`config.mk`:
```
export PLATFORM = sky130hd
export DESIGN_NAME = aoc_host_link
export DESIGN_NICKNAME = d
export VERILOG_FILES = /design/src/rtl/aoc_host_link.sv
export SDC_FILE = /design/constraint.sdc
export NUM_CORES = 1
export LEC_CHECK = 0
export BUFFER_PORTS_ARGS = -buffer_cell sky130_fd_sc_hd__buf_4
export CORE_ASPECT_RATIO = 1.25
export CORE_MARGIN = 1
export CORE_UTILIZATION = 35
export CTS_CLUSTER_SIZE = 16
export DETAILED_ROUTE_END_ITERATION = 12
export PLACE_DENSITY = 0.54
export SYNTH_ARGS = -nofsm -noshare
export SYNTH_HDL_FRONTEND = slang
export SYNTH_SLANG_ARGS = --single-unit
```
`constraint.sdc`:
```
create_clock -name sysclk -period 7.75 [get_ports sysclk]
set_input_delay 1.55 -clock sysclk [delete_from_list [all_inputs] [get_ports sysclk]]
set_output_delay 1.55 -clock sysclk [all_outputs]
set_load 0.01 [all_outputs]
```
`src/rtl/aoc_host_link.sv`:
```
`default_nettype none
// ============================================================================
//  Module   : aoc_host_link
//  Purpose  : Host-side initiator for the puzzle-solver UART link. Frames a
//             job (4-byte header + packed BCD line data), sends it over an
//             8E2 UART, then collects the 8-byte big-endian result.
//  Revision : 1.0  initial release
// ============================================================================
module aoc_host_link #(
   parameter int CLK_FREQ     = 12_000_000,
   parameter int BAUD_RATE    = 921_600,
   parameter int LINE_GAP     = 64,
   parameter int RESP_TIMEOUT = 2_000_000
) (
   input  logic        sysclk,
   input  logic        rst_n,
   input  logic        start,
   input  logic [7:0]  cfg_len,
   input  logic [11:0] cfg_lines,
   input  logic [3:0]  cfg_digits,
   input  logic [7:0]  s_data,
   input  logic        s_valid,
   output logic        s_ready,
   output logic        uart_tx,
   input  logic        uart_rx,
   output logic        busy,
   output logic [63:0] result,
   output logic        result_valid,
   output logic        parity_err,
   output logic        timeout
);

   localparam logic [31:0] CPB      = 32'(CLK_FREQ / BAUD_RATE);
   localparam logic [31:0] HALF     = CPB / 32'd2;
   localparam logic [31:0] GAP_LAST = 32'(LINE_GAP - 1);
   localparam logic [31:0] TMO_LAST = 32'(RESP_TIMEOUT - 1);

   typedef enum logic [2:0] {IDLE, HDR, DATA, GAP, RESP, DONE} state_t;

   state_t      state;
   logic [7:0]  len_q;
   logic [11:0] lines_q;
   logic [3:0]  digits_q;
   logic [2:0]  hdr_idx;
   logic [7:0]  byte_cnt;
   logic [11:0] line_cnt;
   logic [31:0] gap_cnt;
   logic [31:0] resp_cnt;
   logic [3:0]  rx_cnt;
   logic [63:0] acc;

   // transmitter
   logic        tx_busy;
   logic [31:0] tx_cyc;
   logic [3:0]  tx_bit;
   logic [10:0] tx_frame;
   logic        tx_go;
   logic        tx_done;
   logic [7:0]  tx_byte;
   logic [7:0]  hdr_byte;

   // receiver
   logic        rx_meta;
   logic        rx_sync;
   logic        rx_active;
   logic [31:0] rx_cyc;
   logic [3:0]  rx_bit;
   logic [8:0]  rx_sh;
   logic        rx_done;
   logic [7:0]  rx_data;
   logic        rx_perr;

   // Header byte selected by position within the 4-byte header
   always_comb begin
      case (hdr_idx)
         3'd0:    hdr_byte = 8'hAA;
         3'd1:    hdr_byte = len_q;
         3'd2:    hdr_byte = lines_q[11:4];
         default: hdr_byte = {lines_q[3:0], digits_q};
      endcase
   end

   // Source accepts only when nothing is in flight, so one byte at most is queued
   assign s_ready = (state == DATA) && !tx_busy && (byte_cnt != len_q);
   // Last cycle of the second stop bit
   assign tx_done = tx_busy && (tx_cyc == CPB - 32'd1) && (tx_bit == 4'd11);

   // Choose what (if anything) to hand to the transmitter this cycle
   always_comb begin
      tx_go   = 1'b0;
      tx_byte = hdr_byte;
      if (state == HDR && !tx_busy && !hdr_idx[2]) begin
         tx_go = 1'b1;
      end else if (s_ready && s_valid) begin
         tx_go   = 1'b1;
         tx_byte = s_data;
      end
   end

   // 8E2 transmitter: start, 8 data LSB first, even parity, two stops
   always_ff @(posedge sysclk or negedge rst_n) begin
      if (!rst_n) begin
         uart_tx  <= 1'b1;
         tx_busy  <= 1'b0;
         tx_cyc   <= '0;
         tx_bit   <= '0;
         tx_frame <= '0;
      end else if (tx_go) begin
         uart_tx  <= 1'b0;
         tx_busy  <= 1'b1;
         tx_cyc   <= '0;
         tx_bit   <= '0;
         tx_frame <= {2'b11, ^tx_byte, tx_byte};
      end else if (tx_busy) begin
         if (tx_cyc == CPB - 32'd1) begin
            tx_cyc <= '0;
            if (tx_bit == 4'd11) begin
               tx_busy <= 1'b0;
               uart_tx <= 1'b1;
            end else begin
               tx_bit   <= tx_bit + 4'd1;
               uart_tx  <= tx_frame[0];
               tx_frame <= {1'b1, tx_frame[10:1]};
            end
         end else begin
            tx_cyc <= tx_cyc + 32'd1;
         end
      end
   end

   // Receiver: double-flop the line, sample each bit mid-way, check parity and stop
   always_ff @(posedge sysclk or negedge rst_n) begin
      if (!rst_n) begin
         rx_meta   <= 1'b1;
         rx_sync   <= 1'b1;
         rx_active <= 1'b0;
         rx_cyc    <= '0;
         rx_bit    <= '0;
         rx_sh     <= '0;
         rx_done   <= 1'b0;
         rx_data   <= '0;
         rx_perr   <= 1'b0;
      end else begin
         rx_meta <= uart_rx;
         rx_sync <= rx_meta;
         rx_done <= 1'b0;
         if (!rx_active) begin
            if (!rx_sync) begin
               rx_active <= 1'b1;
               rx_cyc    <= '0;
               rx_bit    <= '0;
            end
         end else begin
            if (rx_cyc == HALF) begin
               case (rx_bit)
                  4'd0: if (rx_sync) rx_active <= 1'b0;
                  4'd10: begin
                     rx_active <= 1'b0;
                     if (rx_sync) begin
                        rx_done <= 1'b1;
                        rx_data <= rx_sh[7:0];
                        rx_perr <= (^rx_sh[7:0]) != rx_sh[8];
                     end
                  end
                  default: rx_sh <= {rx_sync, rx_sh[8:1]};
               endcase
            end
            if (rx_cyc == CPB - 32'd1) begin
               rx_cyc <= '0;
               rx_bit <= rx_bit + 4'd1;
            end else begin
               rx_cyc <= rx_cyc + 32'd1;
            end
         end
      end
   end

   // Job sequencer: header, lines with gaps, then response collection
   always_ff @(posedge sysclk or negedge rst_n) begin
      if (!rst_n) begin
         state        <= IDLE;
         len_q        <= '0;
         lines_q      <= '0;
         digits_q     <= '0;
         hdr_idx      <= '0;
         byte_cnt     <= '0;
         line_cnt     <= '0;
         gap_cnt      <= '0;
         resp_cnt     <= '0;
         rx_cnt       <= '0;
         acc          <= '0;
         busy         <= 1'b0;
         result       <= '0;
         result_valid <= 1'b0;
         parity_err   <= 1'b0;
         timeout      <= 1'b0;
      end else begin
         result_valid <= 1'b0;
         case (state)
            IDLE: begin
               if (start && cfg_len != 8'd0) begin
                  len_q      <= cfg_len;
                  lines_q    <= cfg_lines;
                  digits_q   <= cfg_digits;
                  parity_err <= 1'b0;
                  timeout    <= 1'b0;
                  busy       <= 1'b1;
                  hdr_idx    <= '0;
                  state      <= HDR;
               end
            end
            HDR: begin
               if (tx_go) begin
                  hdr_idx <= hdr_idx + 3'd1;
               end else if (hdr_idx[2] && tx_done) begin
                  if (lines_q == 12'd0) begin
                     resp_cnt <= '0;
                     rx_cnt   <= '0;
                     state    <= RESP;
                  end else begin
                     line_cnt <= lines_q;
                     byte_cnt <= '0;
                     state    <= DATA;
                  end
               end
            end
            DATA: begin
               if (tx_go) begin
                  byte_cnt <= byte_cnt + 8'd1;
               end else if (byte_cnt == len_q && tx_done) begin
                  line_cnt <= line_cnt - 12'd1;
                  byte_cnt <= '0;
                  gap_cnt  <= '0;
                  state    <= GAP;
               end
            end
            GAP: begin
               if (gap_cnt == GAP_LAST) begin
                  if (line_cnt == 12'd0) begin
                     resp_cnt <= '0;
                     rx_cnt   <= '0;
                     state    <= RESP;
                  end else begin
                     state <= DATA;
                  end
               end else begin
                  gap_cnt <= gap_cnt + 32'd1;
               end
            end
            RESP: begin
               resp_cnt <= resp_cnt + 32'd1;
               if (rx_done) begin
                  acc    <= {acc[55:0], rx_data};
                  rx_cnt <= rx_cnt + 4'd1;
                  if (rx_perr) parity_err <= 1'b1;
               end
               if (rx_done && rx_cnt == 4'd7) begin
                  result       <= {acc[55:0], rx_data};
                  result_valid <= 1'b1;
                  state        <= DONE;
               end else if (resp_cnt == TMO_LAST) begin
                  timeout <= 1'b1;
                  state   <= DONE;
               end
            end
            DONE: begin
               busy  <= 1'b0;
               state <= IDLE;
            end
            default: state <= IDLE;
         endcase
      end
   end

endmodule
`default_nettype wire

```
-- Word level (Yosys, flattened, before mapping)
Cells that the tools add are included.
- add/sub/neg operators: 10
- equal/unequal tests: 38
- mux-type cells: 92
- bitwise gates (word level): 1
- reductions and logical operators: 48
- operators with widths (operator ; count):
    2-to-1 mux 32 bit ; 14
    adder 32 x 1 -> 32 bit (second input constant) ; 4
    case mux 32 bit (3 select lines) ; 1
    == test 32 x 4 -> 1 bit (second input constant) ; 2
    case mux 32 bit (2 select lines) ; 1
    2-to-1 mux 12 bit ; 5
    2-to-1 mux 8 bit ; 7
    2-to-1 mux 4 bit ; 13
    2-to-1 mux 11 bit ; 4
    2-to-1 mux 3 bit ; 12
    == test 32 x 21 -> 1 bit (second input constant) ; 1
    == test 32 x 3 -> 1 bit (second input constant) ; 1
    == test 32 x 6 -> 1 bit (second input constant) ; 1
    inequality test 2 bit (second input constant) ; 13
    2-to-1 mux 1 bit ; 25
    logical NOT 12 bit ; 2
    case mux 12 bit (2 select lines) ; 1
    case mux 8 bit (3 select lines) ; 1
    case mux 8 bit (2 select lines) ; 1
    AND reduction 4 bit ; 4
    XOR reduction 8 bit ; 2
    case mux 3 bit (5 select lines) ; 1
    AND reduction 7 bit ; 2
    nonzero test 2 bit ; 7
    other kinds (30) ; 64
- register bits: 349
- word-level logic and storage cells: 219

-- Depth between registers and ports, before layout
Gate-level depths: netlist of run 1.
- depth after elaboration: 8
- gate-level depth with buffers: 11
- mapped depth without buffers: 10

-- Worst setup path after synthesis of run 1
Ideal clock, no wire load.
- path type: register to output
- start point: register state[0]
- end point: output s_ready
- data arrival time: 1.701 ns
- path slack: 4.499 ns
- stages on the path, launching flop included: 7
- buffers on the path: 4
- cells stage by stage: dfrtp_1 buf_2 or3b_1 clkbuf_1 clkbuf_1 buf_1 nor3_1
- cells in the longest elaborated chain, start to end: 3
- ends and longest elaborated chain (element ; RTL line ; text):
    start: declaration ; 40 ; state_t state;
    start signal: assignment ; 181 ; state <= IDLE;
    start signal: assignment ; 209 ; state <= HDR;
    start signal: assignment ; 219 ; state <= RESP;
    == test 3 x 2 -> 1 bit ; 84 ; assign s_ready = (state == DATA) && !tx_busy && (byte_cnt != len_q);
    logical AND 1 bit (2 in a row) ; 84 ;
    end: declaration ; 23 ; output logic s_ready,
No other way between the ends.

-- Worst setup path in the final report of run 1
- start point: register len_q[7]
- end point: output s_ready
- cells in the longest elaborated chain, start to end: 2
- ends and longest elaborated chain (element ; RTL line ; text):
    start: declaration ; 41 ; logic [7:0] len_q;
    start signal: assignment ; 202 ; len_q <= cfg_len;
    inequality test 8 bit ; 84 ;
    logical AND 1 bit ; 84 ;
No other way between the ends.

==> metrics.cfg, run 1 <==
[run_status]
status=finished, final reports clean

[critical_path]
critPathMaxFanout=3
crit_required_ns=6.20
worstSetupPathType=register to output pin
ff2ff_setup_slack_ns=4.44
slowest_delay_ns=0.51
startpoint=len_q[7]$_DFFE_PN0P_
crit_slowest_cell=nor3_1
start_kind=register
worst-path-buf-inv=1
crit_cells=5
crit_end=s_ready
path_cells=xnor2_1 > nand4_1 > nor3_1 > nor3_1 > buf_4
worstPathArrival_ns=2.20
cpMostUsedCell=nor3_1
r2r_start=tx_cyc[0]$_DFFE_PN0P_
setup.worst_path.end_class=output pin
rr_endpoint=gap_cnt[26]$_DFFE_PN0P_
r2r_cells=9
critPathTopFamily=simple AND/OR/NAND/NOR gates

[pwr]
power_switching_mw=1.65
leakage_nw=8.69
p_int_mw=3.49
clkPwrFrac=0.363
ir_drop_mv=0.142
power.share.sequential=0.422
swShare=0.321
cellPowerDensity_nw_per_um2=264
comb_power_share=0.216

[clocking]
post_cts_buffers=0
numClockSinks=349
clkTransAtPathRegs_ns=0.06
htreeDepth=2
tritoncts=yes
clk_path_buf_depth=3
clkLatencyLatePin_ns=0.57
cts.repair.resized=0
numCtsBuffers=39
hold_buffers=0
ctsRootBufferMaster=clkbuf_16

[floorplan]
io_pins=107
dieArea_um2=48800
start_util=0.355
num_rows=89
core_um2=47200
die_w_um=198
dieHeight_um=247

[final_layout]
fillers=4663
syn_to_final_growth_pct=16.2
drive_above_1_share=0.216
diodes=0
fin_nets=1730
fin_area_um2=19500

[synthesis]
yosys.area_share.adder=0.0142
syn_area_um2=16800
synth_enable_flop_cells=0
synth_xor_area_frac=0.0360
syn_avg_cell_area_um2=10.5
synth_mux_area_frac=0.112
ys_types=75
synth_compound_area_frac=0.122
ys_seq_area_frac=0.521
async_flop_share=1.00
syn_inst=1592
ys_ff_latch=349
synth-main-ff-cell=dfrtp_1
yosys_warnings=0
synth_simple_gate_area_frac=0.168
synth_top_family_by_area=simple AND/OR/NAND/NOR gates
synth_nets=1648

[global_routing]
grt_first_pass_wirelength_um=65100
grt_max_degree=167
grt_pass1_vias=12300
grt.overflow.total=0
grtUsageTotal=0.163
grt_antenna_before_repair=0

[drt]
final_antenna_net_count=0
dr.pass1.iters=5
via_per_inst=5.26
drc=0
avgRoutedWirePerCell_um=16.5
drt_iter0_drc=644
wl_um=38600
vias=12300

[timing]
relSlewSlack=0.193
maxSlewViolCount=0
tightestPinTransition_ns=1.20
hold-worst-slack_ns=0.355
setup_viol=0
fin_crit_sh=0.484
fin_skew_ns=0.0354
tns_ns=0
clock.fmax_mhz=266
fin_crit_ns=3.75
rsz0062_at_grt=false
finalHoldViolCount=0

[hold_path]
hold_path_class=register to register

[place]
routabilityCongestion=0.809
io_buffers=106
dp_hpwl_um=25200
placed_area_um2=18200

[job]
drv_cap=0

power by group through the flow:
| stage | clock, mW | sequential [mW] | combinational [mW] |
|---|---|---|---|
| floorplan | 0 | 2.11 | 0.869 |
| global placement | 0 | 2.20 | 1.10 |
| detailed placement | 0 | 2.20 | 1.12 |
| CTS | 1.93 | 2.17 | 1.13 |
| global route | 2.00 | 2.20 | 1.25 |
| finish | 1.87 | 2.17 | 1.11 |
through the flow:
stage | util | total power [mW] | setup slack [ns] | instances
2_1_floorplan | - | 2.98 | 4.50 | 1592
3_3_place_gp | 0.386 | 3.30 | 4.24 | 2270
3_5_place_dp | 0.386 | 3.33 | 4.19 | 2270
4_1_cts | 0.413 | 5.22 | 3.98 | 2336
5_1_grt | 0.413 | 5.45 | 3.92 | 2336
6_report | 0.413 | 5.15 | 4.00 | 2336
layout make-up:
cell class | count | area [µm²] | share of cell area
flip-flops and latches | 349 | 8740 | 0.448
inverters | 37 | 144 | 0.00738
clock inverters | 12 | 196 | 0.0101
clock buffers | 54 | 1080 | 0.0555
multi-input cells | 1124 | 7600 | 0.390
well taps | 637 | 797 | 0.0409
repair buffers | 123 | 943 | 0.0484
cell usage in the layout (no fill, tap or decap), types with 12 or more instances in the layout:
master	netlist	routed
nor2_1	112	110
inv_1	36	36
nor3_1	25	25
and3_1	28	28
xnor2_1	50	50
or3_1	12	12
and2_1	13	12
nor4_1	44	44
a21oi_1	58	58
buf_4	0	121
nand2_1	122	122
and3b_1	17	17
ha_1	19	19
mux2_2	162	162
o31ai_1	30	30
o21ai_1	12	12
clkbuf_16	0	39
nand3_1	53	53
a31oi_1	28	28
o21ai_0	143	143
dfrtp_1	346	346
xor2_1	19	19
nand4_1	41	41
metal layers:
layer,GRT usage,up-vias,part of all wire
li1,-,5973,-
met3,0.0333,53,0.038
met1,0.209,6117,0.45
met4,0.0422,0,0.018
met5,0,-,0
met2,0.279,154,0.50
registers in the layout, summed over array words and instances, names as in the netlist, 4 cells and up:
register,flops
acc,56
result,64
tx_cyc,32
rx_sh,9
lines_q,12
resp_cnt,32
rx_bit,4
line_cnt,12
rx_cyc,32
rx_cnt,4
tx_bit,4
rx_data,8
gap_cnt,32
len_q,8
tx_frame,11
digits_q,4
byte_cnt,8
kinds of logic after synthesis:
logic type | after synthesis
multiplexers | 167
adder cells (fa/ha/maj) | 19
flip-flops | 349
XOR/XNOR | 69
AND/OR/NAND/NOR | 532
buffers and inverters | 119
AO/OA/AOI/OAI | 337
worst min path at each step:
stage | startpoint | endpoint | slack [ns] | cells past startpoint
floorplan | rx_meta$_DFF_PN1_ | rx_sync$_DFF_PN1_ | 0.35 | 0
global placement | rx_meta$_DFF_PN1_ | rx_sync$_DFF_PN1_ | 0.35 | 0
detailed placement | rx_meta$_DFF_PN1_ | rx_sync$_DFF_PN1_ | 0.35 | 0
CTS | rx_meta$_DFF_PN1_ | rx_sync$_DFF_PN1_ | 0.36 | 0
global route | rx_meta$_DFF_PN1_ | rx_sync$_DFF_PN1_ | 0.36 | 0
finish | rx_meta$_DFF_PN1_ | rx_sync$_DFF_PN1_ | 0.36 | 0
synthesized netlist by cell type, types with 19 or more instances:
master	n	area, µm²
nor4_1	44	275
ha_1	19	238
xnor2_1	50	438
clkbuf_1	63	236
o31ai_1	30	225
inv_1	36	135
dfrtp_1	346	8660
o21ai_0	143	716
a31oi_1	28	175
nand3_1	53	265
and3_1	28	175
mux2_2	162	1820
nand4_1	41	257
nand2_1	122	458
a21oi_1	58	290
nor2_1	112	420
xor2_1	19	166
nor3_1	25	125
Note: power is estimated with default switching activity, not from simulation.
==> run 2, diff against run 1 <==
PLACE_DENSITY = 0.56   (was 0.54)
clock period = 3.4 ns   (was 7.75 ns; I/O delays follow)
==> metrics.cfg, run 2 (synthesis results as in run 1) <==
[timing]
setup_viol=0  ; unchanged
fin_crit_ns=3.02
fin_ws_ns=0.379  ; -3.62 ns
fin_skew_ns=0.0441  ; +0.00871 ns
tns_ns=0  ; unchanged
fin_crit_sh=0.888
maxSlewViolCount=0  ; unchanged
clock.fmax_mhz=331
rsz0062_at_grt=false
finalHoldViolCount=0  ; unchanged
tightestPinTransition_ns=0.853  ; -0.348 ns
hold-worst-slack_ns=0.115  ; -0.241 ns
relSlewSlack=0.431  ; +0.238

[pwr]
p_int_mw=8.07  ; +130%
ir_drop_mv=0.380  ; +170%
cellPowerDensity_nw_per_um2=601  ; +130%
leakage_nw=8.82  ; +1.5%
swShare=0.319  ; -0.00209
comb_power_share=0.219  ; +0.003
clkPwrFrac=0.364  ; about the same
power_switching_mw=3.78  ; +130%
power.share.sequential=0.417  ; -0.005

[global_routing]
grtUsageTotal=0.162  ; -0.000872
grt_antenna_before_repair=0  ; unchanged
grt.overflow.total=0  ; unchanged
grt_max_degree=89  ; -47%
grt_first_pass_wirelength_um=64600  ; -0.83%
grt_pass1_vias=12300  ; +0.024%

[drt]
avgRoutedWirePerCell_um=16.5  ; -0.17%
dr.pass1.iters=6  ; +1
wl_um=38900  ; +0.81%
vias=12400  ; +1.1%
drt_iter0_drc=652  ; +1.2%
drc=0  ; unchanged
final_antenna_net_count=0  ; unchanged
via_per_inst=5.27  ; +0.12%

[floorplan]
dieHeight_um=247  ; unchanged
num_rows=89  ; unchanged
die_w_um=198  ; unchanged
io_pins=107  ; unchanged
start_util=0.355  ; unchanged
core_um2=47200  ; unchanged
dieArea_um2=48800  ; unchanged

[clocking]
clk_path_buf_depth=3  ; unchanged
tritoncts=yes
ctsRootBufferMaster=clkbuf_16
hold_buffers=0  ; unchanged
clkTransAtPathRegs_ns=0.06  ; about the same
post_cts_buffers=0  ; unchanged
numClockSinks=349  ; unchanged
cts.repair.resized=0  ; unchanged
clkLatencyLatePin_ns=0.58  ; about the same
numCtsBuffers=39  ; unchanged
htreeDepth=2  ; unchanged

[final_layout]
diodes=0  ; unchanged
final_common_cell=dfrtp_1
fin_nets=1750  ; +1.2%
fillers=4557  ; -2.3%
fin_cells=2359  ; +0.98%
final_cell_mix=dfrtp_1 (346), mux2_2 (162), o21ai_0 (143), buf_4 (137), nand2_1 (122)
regMostFlops=result
reg.largest.list=result (64), acc (56)
largest_reg_flops=64  ; unchanged
drive_above_1_share=0.226  ; +0.0105
syn_to_final_growth_pct=17.5

[critical_path]
crit_slowest_cell=dfrtp_1
rr_endpoint=gap_cnt[22]$_DFFE_PN0P_
r2r_start=tx_cyc[0]$_DFFE_PN0P_
worstPathArrival_ns=2.34  ; +0.14 ns
startpoint=state[1]$_DFFE_PN0P_
worstSetupPathType=register to output pin
critPathTopFamily=simple AND/OR/NAND/NOR gates
setup.worst_path.end_class=output pin
r2r_cells=9  ; unchanged
slowest_delay_ns=0.52  ; about the same
start_kind=register
path_cells=or3b_1 > buf_4 > nor3_1 > buf_4
ff2ff_setup_slack_ns=0.54  ; -3.90 ns
crit_required_ns=2.72  ; -3.48 ns
crit_end=s_ready
cpMostUsedCell=buf_4
worst-path-buf-inv=2  ; +1
crit_cells=4  ; -1
critPathMaxFanout=31  ; +28

[run_status]
status=finished, final reports clean

[place]
dp_cells=2290  ; +0.88%
io_buffers=106  ; unchanged
dp_hpwl_um=26300  ; +4.5%
routabilityCongestion=0.822  ; +1.6%
place_ws_ns=0.590  ; -3.60 ns

[hold_path]
hold_path_class=input pin to asynchronous set/reset pin

[job]
drv_cap=0  ; unchanged

run 2: worst min-delay path by stage:
stage,from,endpoint,slack [ns],depth (start not counted)
floorplan,rx_meta$_DFF_PN1_,rx_sync$_DFF_PN1_,0.35,0
global placement,rx_meta$_DFF_PN1_,rx_sync$_DFF_PN1_,0.35,0
detailed placement,rx_meta$_DFF_PN1_,rx_sync$_DFF_PN1_,0.35,0
CTS,rst_n,result[25]$_DFFE_PN0P_,0.12,1
global route,rst_n,result[24]$_DFFE_PN0P_,0.15,1
finish,rst_n,result[25]$_DFFE_PN0P_,0.11,1
run 2: stage by stage:
| step | area, µm² | utilization | power (mW) |
|---|---|---|---|
| after floorplan | 16800 | - | 6.80 |
| after global placement | 18400 | 0.390 | 7.58 |
| after detailed placement | 18400 | 0.390 | 7.64 |
| after CTS | 19700 | 0.418 | 12.0 |
| after global routing | 19700 | 0.418 | 12.5 |
| final | 19700 | 0.418 | 11.8 |
run 2: power groups by stage:
stage	combinational [mW]	sequential [mW]	clock, mW
3_3_place_gp	2.58	5.01	0
3_5_place_dp	2.62	5.02	0
4_1_cts	2.63	4.95	4.46
2_1_floorplan	1.98	4.82	0
6_report	2.60	4.94	4.31
5_1_grt	2.93	5.01	4.61
run 2: area by class of cell:
| type | count | area, µm² | area share |
|---|---|---|---|
| clock buffer | 58 | 1150 | 0.0582 |
| clock inverter | 11 | 165 | 0.00837 |
| inverter | 37 | 144 | 0.00729 |
| multi-input combinational | 1124 | 7590 | 0.385 |
| sequential | 349 | 8740 | 0.443 |
| tap | 637 | 797 | 0.0404 |
| timing repair buffer | 143 | 1140 | 0.0580 |
run 2: per-layer routing:
layer	track usage	up-vias	routed length [µm]
li1	-	6009	-
met1	0.212	6168	17600
met2	0.270	202	19000
met3	0.0306	54	1440
met4	0.0502	0	840
met5	0	-	0
==> run 3, diff against run 2 <==
ABC_AREA = 1   (was unset)
CTS_CLUSTER_DIAMETER = 40   (was unset)
==> metrics.cfg, run 3 <==
[clocking]
hold_buffers=0  ; unchanged
ctsRootBufferMaster=clkbuf_16
numCtsBuffers=57  ; +46%
clkLatencyLatePin_ns=0.63  ; +0.05 ns
tritoncts=yes
clk_path_buf_depth=3  ; unchanged
htreeDepth=2  ; unchanged
clkTransAtPathRegs_ns=0.05  ; about the same
numClockSinks=349  ; unchanged
cts.repair.resized=0  ; unchanged
post_cts_buffers=0  ; unchanged

[pwr]
total_power_mw=13.4  ; +13%
cellPowerDensity_nw_per_um2=618  ; +2.9%
leakage_nw=9.44  ; +7.1%
ir_drop_mv=0.450  ; +18%

[synthesis]
syn_avg_cell_area_um2=7.98  ; -24%
ys_ff_latch=349  ; unchanged
async_flop_share=1.00  ; unchanged
synth.most_common_cell=nand2_1
syn_inst=2230  ; +40%
ys_seq_area_frac=0.491  ; -0.0295
yosysTopAreaCell=dfrtp_1
synth_nets=2286  ; +39%
synth_enable_flop_cells=0  ; unchanged
synth-main-ff-cell=dfrtp_1
synth_common_cells=nand2_1 (574), dfrtp_1 (346), inv_1 (294)
syn_area_um2=17800  ; +6.0%
yosys_warnings=0  ; unchanged
ys_types=54  ; -28%
synth.area.top_cells=dfrtp_1 (49%), nand2_1 (12%), o21ai_0 (7.5%)
synth_top_area_frac=0.487  ; -0.0292

[timing]
fin_crit_sh=0.894  ; +0.00505
rsz0062_at_grt=false
clock.fmax_mhz=329  ; -0.56%
tightestPinTransition_ns=0.793  ; -0.0604 ns
setup_viol=0  ; unchanged
fin_skew_ns=0.0429  ; -0.00124 ns
relSlewSlack=0.470  ; +0.0390
tns_ns=0  ; unchanged
hold-worst-slack_ns=0.0388  ; -0.0758 ns
maxSlewViolCount=0  ; unchanged
fin_crit_ns=3.04  ; +0.0172 ns
finalHoldViolCount=0  ; unchanged

[final_layout]
fin_nets=2408  ; +38%
fin_cells=3059  ; +30%
diodes=0  ; unchanged
reg.largest.list=result (64), acc (56)
final_cell_mix=nand2_1 (573), dfrtp_1 (346), inv_1 (294), o21ai_0 (266), nor2_1 (142)
largest_reg_flops=64  ; unchanged
regMostFlops=result
post-route-util=0.430  ; +0.0118
final_common_cell=nand2_1
syn_to_final_growth_pct=21.4
drive_above_1_share=0.116  ; -0.110

[critical_path]
cpMostUsedCell=buf_4
worst-path-buf-inv=3  ; +1
crit_cells=6  ; +2
critPathMaxFanout=14  ; -55%
crit_slowest_cell=a21boi_0
crit_required_ns=2.72  ; about the same
r2r_cells=12  ; +3
worstPathArrival_ns=2.36  ; +0.02 ns
slowest_delay_ns=0.48  ; -0.04 ns
setup.worst_path.end_class=output pin
worstSetupPathType=register to output pin
critPathTopFamily=buffers and inverters
path_cells=inv_2 > nand3_2 > nor2_4 > buf_4 > a21boi_0 > buf_4
start_kind=register

[job]
drv_cap=0  ; unchanged

[drt]
drc=0  ; unchanged
avgRoutedWirePerCell_um=15.5  ; -5.9%
drt_iter0_drc=939  ; +44%
wl_um=47500  ; +22%
vias=15300  ; +23%
dr.pass1.iters=5  ; -1
final_antenna_net_count=0  ; unchanged
via_per_inst=5.00  ; -5.2%

[global_routing]
grt_antenna_before_repair=2  ; +2
grt_pass1_vias=15300  ; +25%
grt_max_degree=82  ; -7.9%
grt_first_pass_wirelength_um=78700  ; +22%
grt.overflow.total=0  ; unchanged
grtUsageTotal=0.188  ; +0.0255

[place]
routabilityCongestion=0.891  ; +8.3%
dp_cells=2951  ; +29%
dp_hpwl_um=34100  ; +29%
io_buffers=106  ; unchanged

[floorplan]
dieArea_um2=51700  ; +6.0%
start_util=0.354  ; -0.00177
dieHeight_um=254  ; +2.9%
die_w_um=204  ; +2.9%
io_pins=107  ; unchanged
core_um2=50300  ; +6.5%
num_rows=92  ; +3.4%

[hold_path]
hold_path_class=input pin to asynchronous set/reset pin

[run_status]
status=finished, final reports clean

## run 3: kinds of logic (layout without fill, tap and decap cells)
logic type	count (synthesis)	count (layout)	share of synthesized area
compound gates	389	389	0.119
xor+xnor	104	104	0.0512
fa+ha+maj	19	19	0.0134
buf+inv	374	545	0.0814
flops	349	349	0.491
mux	1	1	0.000563
simple gates	994	994	0.244
## run 3: stage by stage
stage	setup WS (ns)	instance area [µm²]
final	0.362	21600
after detailed placement	0.472	19400
after global placement	0.512	19400
after floorplan	1.22	17800
after global routing	0.146	21600
after CTS	0.303	21600
## run 3: cell type report
type | instances | area, µm²
Clock inverter | 45 | 678
Fill cell | 4979 | 28700
Multi-Input combinational cell | 1507 | 7630
Tap cell | 658 | 823
Sequential cell | 349 | 8740
Inverter | 302 | 1130
Clock buffer | 63 | 1500
Timing Repair Buffer | 135 | 1110
## run 3: final timing paths
check,from,to,slack [ns]
setup / recovery,state[2]$_DFFE_PN0P_,s_ready,0.36
hold / removal,rst_n,resp_cnt[15]$_DFFE_PN0P_,0.04
setup reg to reg,byte_cnt[3]$_DFFE_PN0P_,tx_cyc[21]$_DFFE_PN0P_,0.50
hold reg to reg,rx_meta$_DFF_PN1_,rx_sync$_DFF_PN1_,0.35
max in group asynchronous,rst_n,result[13]$_DFFE_PN0P_,2.45
min in group sysclk,uart_rx,rx_meta$_DFF_PN1_,0.17
## run 3: where the power goes
part           switching, mW  internal, mW
sequential             0.298          4.50
combinational           1.43         0.641
clock                   2.31          4.17
## run 3: layer usage
metal  part of all wire  global-route usage  vias to the layer above
met3              0.054              0.0427                      103
met1               0.43               0.235                     7309
met5            0.00059                   0                        -
li1                   -                   -                     7557
met2               0.49               0.316                      318
met4              0.027              0.0666                        4
